$ cat src/rtl/norm_row_packer.sv
`default_nettype none
// ============================================================================
// Module   : norm_row_packer
// Purpose  : Requantizes pairs of normalized psums (rounding right shift plus
//            signed saturation), packs COL beats into one 2*COL-word row and
//            queues completed rows in a small FIFO drained over valid/ready.
// Revision : 1.0 - initial release
// ----------------------------------------------------------------------------
// Ports
//   clk           in   rising-edge clock
//   reset         in   asynchronous active-low reset
//   norm_valid    in   beat strobe from the normalizer (never stalled)
//   psum_norm_1   in   core1 psum, lanes 0..COL-1
//   psum_norm_2   in   core2 psum, lanes COL..2*COL-1
//   flush         in   close the current partial row (unfilled lanes = 0)
//   clr_overflow  in   clear the sticky overflow flag
//   in_ready      out  advisory FIFO-not-full indication
//   out_valid     out  FIFO head valid
//   out_ready     in   consumer accepts head on out_valid && out_ready
//   out_data      out  packed head row, lane k at [k*W_OUT +: W_OUT]
//   out_partial   out  head row was closed by flush before COL beats
//   out_row_idx   out  sequence number of head row
//   overflow      out  sticky: a completed row was dropped (FIFO full)
// ============================================================================
module norm_row_packer #(
  parameter int W_IN  = 11,
  parameter int COL   = 8,
  parameter int W_OUT = 8,
  parameter int SHIFT = 3,
  parameter int DEPTH = 4,
  parameter int IDX_W = 8
) (
  input  logic                     clk,
  input  logic                     reset,
  input  logic                     norm_valid,
  input  logic [W_IN-1:0]          psum_norm_1,
  input  logic [W_IN-1:0]          psum_norm_2,
  input  logic                     flush,
  input  logic                     clr_overflow,
  output logic                     in_ready,
  output logic                     out_valid,
  input  logic                     out_ready,
  output logic [2*COL*W_OUT-1:0]   out_data,
  output logic                     out_partial,
  output logic [IDX_W-1:0]         out_row_idx,
  output logic                     overflow
);

  localparam int ROW_W   = 2 * COL * W_OUT;
  localparam int CNT_W   = (COL > 1) ? $clog2(COL) : 1;
  localparam int PTR_W   = $clog2(DEPTH);
  // Half an LSB of the shifted result; evaluates to 0 when SHIFT == 0.
  localparam int RND     = (2 ** SHIFT) / 2;
  localparam int SAT_MAX = (2 ** (W_OUT - 1)) - 1;
  localparam int SAT_MIN = -(2 ** (W_OUT - 1));

  // Round-half-up arithmetic shift, then clamp to the signed output range.
  function automatic logic [W_OUT-1:0] requant(input logic [W_IN-1:0] x);
    logic signed [W_IN:0] t;
    logic signed [W_IN:0] y;
    int                   yi;
    t  = $signed({x[W_IN-1], x}) + $signed((W_IN+1)'(RND));
    y  = t >>> SHIFT;
    yi = int'(y);
    if (yi > SAT_MAX)      requant = W_OUT'(SAT_MAX);
    else if (yi < SAT_MIN) requant = W_OUT'(SAT_MIN);
    else                   requant = W_OUT'(yi);
  endfunction

  // --------------------------------------------------------------------------
  // Staging row
  // --------------------------------------------------------------------------
  logic [CNT_W-1:0] r_beat;
  logic [ROW_W-1:0] r_row;
  logic [IDX_W-1:0] r_row_idx;
  logic             r_overflow;

  logic [W_OUT-1:0] w_q1;
  logic [W_OUT-1:0] w_q2;
  logic [ROW_W-1:0] w_row_next;
  logic             w_last;
  logic             w_close;
  logic             w_partial;

  assign w_q1   = requant(psum_norm_1);
  assign w_q2   = requant(psum_norm_2);
  assign w_last = (r_beat == CNT_W'(COL - 1));

  // A beat that lands in the last lane always yields a full row, even when
  // flush arrives on the same cycle.
  assign w_close   = (norm_valid && w_last) ||
                     (flush && (norm_valid || (r_beat != '0)));
  assign w_partial = !(norm_valid && w_last);

  // Row as it looks after this cycle's beat; this is also what gets pushed
  // on a closing edge, so the final beat is included in the pushed row.
  always_comb begin
    w_row_next = r_row;
    if (norm_valid) begin
      w_row_next[int'(r_beat)*W_OUT +: W_OUT]         = w_q1;
      w_row_next[(COL+int'(r_beat))*W_OUT +: W_OUT]   = w_q2;
    end
  end

  // --------------------------------------------------------------------------
  // Row FIFO (extra pointer bit separates full from empty)
  // --------------------------------------------------------------------------
  logic [PTR_W:0]     r_wptr;
  logic [PTR_W:0]     r_rptr;
  logic [ROW_W-1:0]   r_mem_data [DEPTH];
  logic               r_mem_part [DEPTH];
  logic [IDX_W-1:0]   r_mem_idx  [DEPTH];

  logic               w_full;
  logic               w_empty;
  logic               w_pop;
  logic               w_push;
  logic               w_drop;
  logic [PTR_W-1:0]   w_waddr;
  logic [PTR_W-1:0]   w_raddr;

  assign w_waddr = r_wptr[PTR_W-1:0];
  assign w_raddr = r_rptr[PTR_W-1:0];
  assign w_empty = (r_wptr == r_rptr);
  assign w_full  = (r_wptr[PTR_W] != r_rptr[PTR_W]) && (w_waddr == w_raddr);
  assign w_pop   = !w_empty && out_ready;
  // A full FIFO still takes the row when the head leaves on the same edge.
  assign w_push  = w_close && (!w_full || w_pop);
  assign w_drop  = w_close && !w_push;

  always_ff @(posedge clk or negedge reset) begin
    if (!reset) begin
      r_beat     <= '0;
      r_row      <= '0;
      r_row_idx  <= '0;
      r_overflow <= 1'b0;
      r_wptr     <= '0;
      r_rptr     <= '0;
    end else begin
      if (w_close) begin
        r_beat    <= '0;
        r_row     <= '0;
        // Dropped rows still consume an index so the consumer sees the gap.
        r_row_idx <= r_row_idx + IDX_W'(1);
      end else if (norm_valid) begin
        r_beat <= r_beat + CNT_W'(1);
        r_row  <= w_row_next;
      end

      if (w_push) r_wptr <= r_wptr + (PTR_W+1)'(1);
      if (w_pop)  r_rptr <= r_rptr + (PTR_W+1)'(1);

      // Set has priority over a same-edge clear.
      if (w_drop)            r_overflow <= 1'b1;
      else if (clr_overflow) r_overflow <= 1'b0;
    end
  end

  // Storage needs no reset: entries are only visible while out_valid is high.
  always_ff @(posedge clk) begin
    if (w_push) begin
      r_mem_data[w_waddr] <= w_row_next;
      r_mem_part[w_waddr] <= w_partial;
      r_mem_idx[w_waddr]  <= r_row_idx;
    end
  end

  // --------------------------------------------------------------------------
  // Outputs (all derived from registers)
  // --------------------------------------------------------------------------
  assign in_ready    = !w_full;
  assign out_valid   = !w_empty;
  assign out_data    = w_empty ? '0   : r_mem_data[w_raddr];
  assign out_partial = w_empty ? 1'b0 : r_mem_part[w_raddr];
  assign out_row_idx = w_empty ? '0   : r_mem_idx[w_raddr];
  assign overflow    = r_overflow;

endmodule
`default_nettype wire

$ cat config.mk
export PLATFORM = sky130hd
export DESIGN_NAME = norm_row_packer
export DESIGN_NICKNAME = d
export VERILOG_FILES = /design/src/rtl/norm_row_packer.sv
export SDC_FILE = /design/constraint.sdc
export NUM_CORES = 1
export LEC_CHECK = 0
export CAP_MARGIN = 30
export CORE_MARGIN = 2
export CORE_UTILIZATION = 60
export DETAILED_ROUTE_END_ITERATION = 7
export GPL_TIMING_DRIVEN = 0
export PLACE_DENSITY = 0.81
export SLEW_MARGIN = 20
export SYNTH_ARGS = -nofsm -noshare
export SYNTH_HDL_FRONTEND = slang
export SYNTH_SLANG_ARGS = --single-unit
$ cat constraint.sdc
create_clock -name clk -period 7.7 [get_ports clk]
set_input_delay 2.31 -clock clk [delete_from_list [all_inputs] [get_ports clk]]
set_output_delay 2.31 -clock clk [all_outputs]
set_load 0.005 [all_outputs]
==> results_dict.tcl <==
set metrics [dict create \
    outcome "complete, no violations" \
    synth-async-reset-ratio 0.210 \
    fp.dieArea_mm2 0.0496 \
    vias 17100 \
    worstSetupStartpointType "register" \
    synth_edf_count 548 \
    wl_per_cell_um 26.3 \
    powerDensity_mw_per_mm2 368 \
    leakage_nw 12.1 \
    grt-ovfl-total 0 \
    ys_types 83 \
    place.gp.congestion 0.947 \
    min_period_ps 5700 \
    tightestPinTransition_ps 1110 \
    postCtsSetupRepairBufs 0 \
    finalSetupViolCount 0 \
    die_h_um 223 \
    postCtsHoldBufs 0 \
    dp_hpwl_um 45200 \
    rsz0062_at_grt "no" \
    fmax_mhz 175 \
    cts-root-buf "clkbuf_16" \
    synth_cells 1749 \
    crit_path_end_kind "output pin" \
    grt_max_degree 81 \
    fin_crit_sh 0.741 \
    yosysSeqAreaShare 0.701 \
    grt_antenna_before_repair 6 \
    ant_nets 0 \
    cts_made_buffers 69 \
    mappedNetlistArea_mm2 0.0287 \
    synth_area_per_cell_um2 16.4 \
    start_util 0.605 \
    worst_hold_path_type "reg2reg" \
    ys_warn_count 0 \
    routed_via_density 6.40 \
    hold_violations 0 \
    grt_pass1_vias 17400 \
    wirelength_um 70200 \
    io_pins 168 \
    drc 0 \
    clkTransAtPathRegs_ps 60 \
    clockBufferDepth 3 \
    cts_resized 0 \
    fin_nets 2040 \
    slew_headroom 0.250 \
    placeableCoreArea_mm2 0.0474 \
    grt_pass1_wl_um 106000 \
    peakVddDrop_uv 244 \
    drive_gt1_frac 0.163 \
    cts_max_level 3 \
    cap_violations 0 \
    drtPass1Iterations 6 \
    synth-main-ff-cell "edfxtp_1" \
    dpl_cell_area_mm2 0.0315 \
    clock_latency_ps 610 \
    cp.arrival_ps 3390 \
    cts_tree "done" \
    stdcell_area_mm2 0.0337 \
    syn_nets 1793 \
    cts.sinks 694 \
    fillers 2917 \
    final_core_utilization 0.711 \
    port_buffers 160 \
    fin_worst_skew_ps 19.8 \
    worstPathRequired_ps 5390 \
    crit_fanout 10 \
    ys_ff_latch 694 \
    drtIter0Drc 2128 \
    grt_usage 0.289 \
    row_count 80 \
    die-width_um 223 \
    path_class "reg2out" \
    area_growth_syn_to_layout_pct 17.5 \
    maxSlewViolCount 0 \
]
## final timing paths
check,startpoint,endpoint,slack (ps),cells past startpoint
worst max-delay path,r_rptr[0]$_DFFE_PN0P_,out_data[65],2000,7
min in group asynchronous,reset,r_row_idx[6]$_DFFE_PN0P_,1620,1
worst max register to register,r_beat[1]$_DFFE_PN0P_,r_mem_data[0][19]$_DFFE_PP_,3940,8
max in group asynchronous,reset,r_row[69]$_DFFE_PN0P_,5230,2
worst min-delay path,r_wptr[2]$_DFFE_PN0P_,r_wptr[2]$_DFFE_PN0P_,490,1
worst min register to register,r_wptr[2]$_DFFE_PN0P_,r_wptr[2]$_DFFE_PN0P_,490,1
## per-layer routing
metal / GRT usage / up-vias / part of all wire
met1: 0.399 / 8765 / 0.39
met3: 0.0588 / 139 / 0.086
met2: 0.466 / 895 / 0.49
met4: 0.100 / 4 / 0.029
met5: 0 / - / 0.00033
li1: - / 7272 / -
## cells in the final DEF, fill, tap and decap left out, drive strengths merged, types with 8 or more instances in the layout
cell,count
a211oi,13
a21o,8
a21oi,37
a22o,46
and2,209
and3,8
buf,61
clkbuf,152
clkdlybuf4s50,159
clkinv,18
dfrtp,146
edfxtp,548
ha,16
inv,19
mux4,137
nand2,139
nand2b,10
nand3,39
nand4,11
nor2,46
nor2b,8
nor3,20
o21ai,49
o221ai,9
o22ai,17
o31ai,11
or3,8
xnor2,10
## critical path: stages (launching register included)
cell and delay [ps]:
dfrtp_1 380, clkbuf_1 200, clkbuf_1 350, buf_6 240, buf_2 370, mux4_2 580, and2_1 200, clkdlybuf4s50_1 460
## synth_stat cells, types with 5 or more instances
| master | count | share of area |
|---|---|---|
| edfxtp_1 | 548 | 0.57 |
| and2_1 | 208 | 0.045 |
| dfrtp_1 | 146 | 0.13 |
| nand2_1 | 138 | 0.018 |
| mux4_2 | 137 | 0.11 |
| clkbuf_1 | 51 | 0.0067 |
| a22o_1 | 46 | 0.014 |
| nor2_1 | 45 | 0.0059 |
| o21ai_0 | 41 | 0.0072 |
| buf_2 | 38 | 0.0066 |
| nand3_1 | 38 | 0.0066 |
| a21oi_1 | 34 | 0.0059 |
| inv_1 | 17 | 0.0022 |
| ha_1 | 16 | 0.0070 |
| nor3_1 | 16 | 0.0028 |
| o22ai_1 | 15 | 0.0033 |
| a211oi_1 | 11 | 0.0029 |
| nand4_1 | 11 | 0.0024 |
| nand2b_1 | 10 | 0.0022 |
| xnor2_1 | 10 | 0.0031 |
| o31ai_1 | 9 | 0.0024 |
| a21o_1 | 8 | 0.0021 |
| and3_1 | 8 | 0.0017 |
| nor2b_1 | 8 | 0.0017 |
| o221ai_1 | 8 | 0.0024 |
| or3_1 | 7 | 0.0015 |
| xor2_1 | 7 | 0.0021 |
| mux2_2 | 6 | 0.0024 |
| o211ai_1 | 6 | 0.0016 |
| o21ai_1 | 6 | 0.0010 |
| or2_2 | 5 | 0.0011 |
## logic make-up (layout without fill, tap and decap cells)
family,after synthesis,after routing,share of synthesized area
muxes,144,144,0.110
buffers and inverters,113,413,0.0171
other,0,4,0
adders and majority gates,16,16,0.00698
xor gates and xnor gates,17,17,0.00519
DFF,694,694,0.701
and+or+nand+nor,519,519,0.0970
AOI/OAI and AO/OA,246,246,0.0628
## where the power goes
part           switching [mW]  leakage (nW)  internal (mW)
Combinational            1.98          3.87           2.35
Clock                    1.37          1.09           1.95
Sequential              0.159          7.11           4.60
Total                    3.51          12.1           8.89
## sequential cells by signal, summed over array words and instances, names as in the netlist
name and cells:
r_mem_part 4, r_beat 3, r_mem_idx 32, r_rptr 3, overflow 1, r_row_idx 8, r_wptr 3, r_mem_data 512
r_row 128
## through the flow
stage / power (mW) / setup slack (ps) / setup TNS, ps / cells / hold slack, ps
3_5_place_dp: 9.16 / 2240 / 0 / 2540 / 482
5_1_grt: 12.9 / 1850 / 0 / 2665 / 498
6_report: 12.4 / 2000 / 0 / 2668 / 485
3_3_place_gp: 9.07 / -2260 / -1446100 / 2524 / 476
2_1_floorplan: 7.01 / 1020 / 0 / 1749 / 461
4_1_cts: 12.5 / 1950 / 0 / 2664 / 490
## area by class of cell
| cell class | instances | area (um^2) | area share |
|---|---|---|---|
| timing repair buffer | 176 | 1990 | 0.0590 |
| tap | 615 | 769 | 0.0228 |
| antenna | 4 | 10.0 | 0.000297 |
| sequential | 694 | 20100 | 0.596 |
| clock buffer | 101 | 2010 | 0.0597 |
| buffer | 95 | 424 | 0.0126 |
| clock inverter | 23 | 213 | 0.00631 |
| multi-input combinational | 942 | 8120 | 0.241 |
| inverter | 18 | 67.6 | 0.00200 |
(Power assumes the default switching activity.)
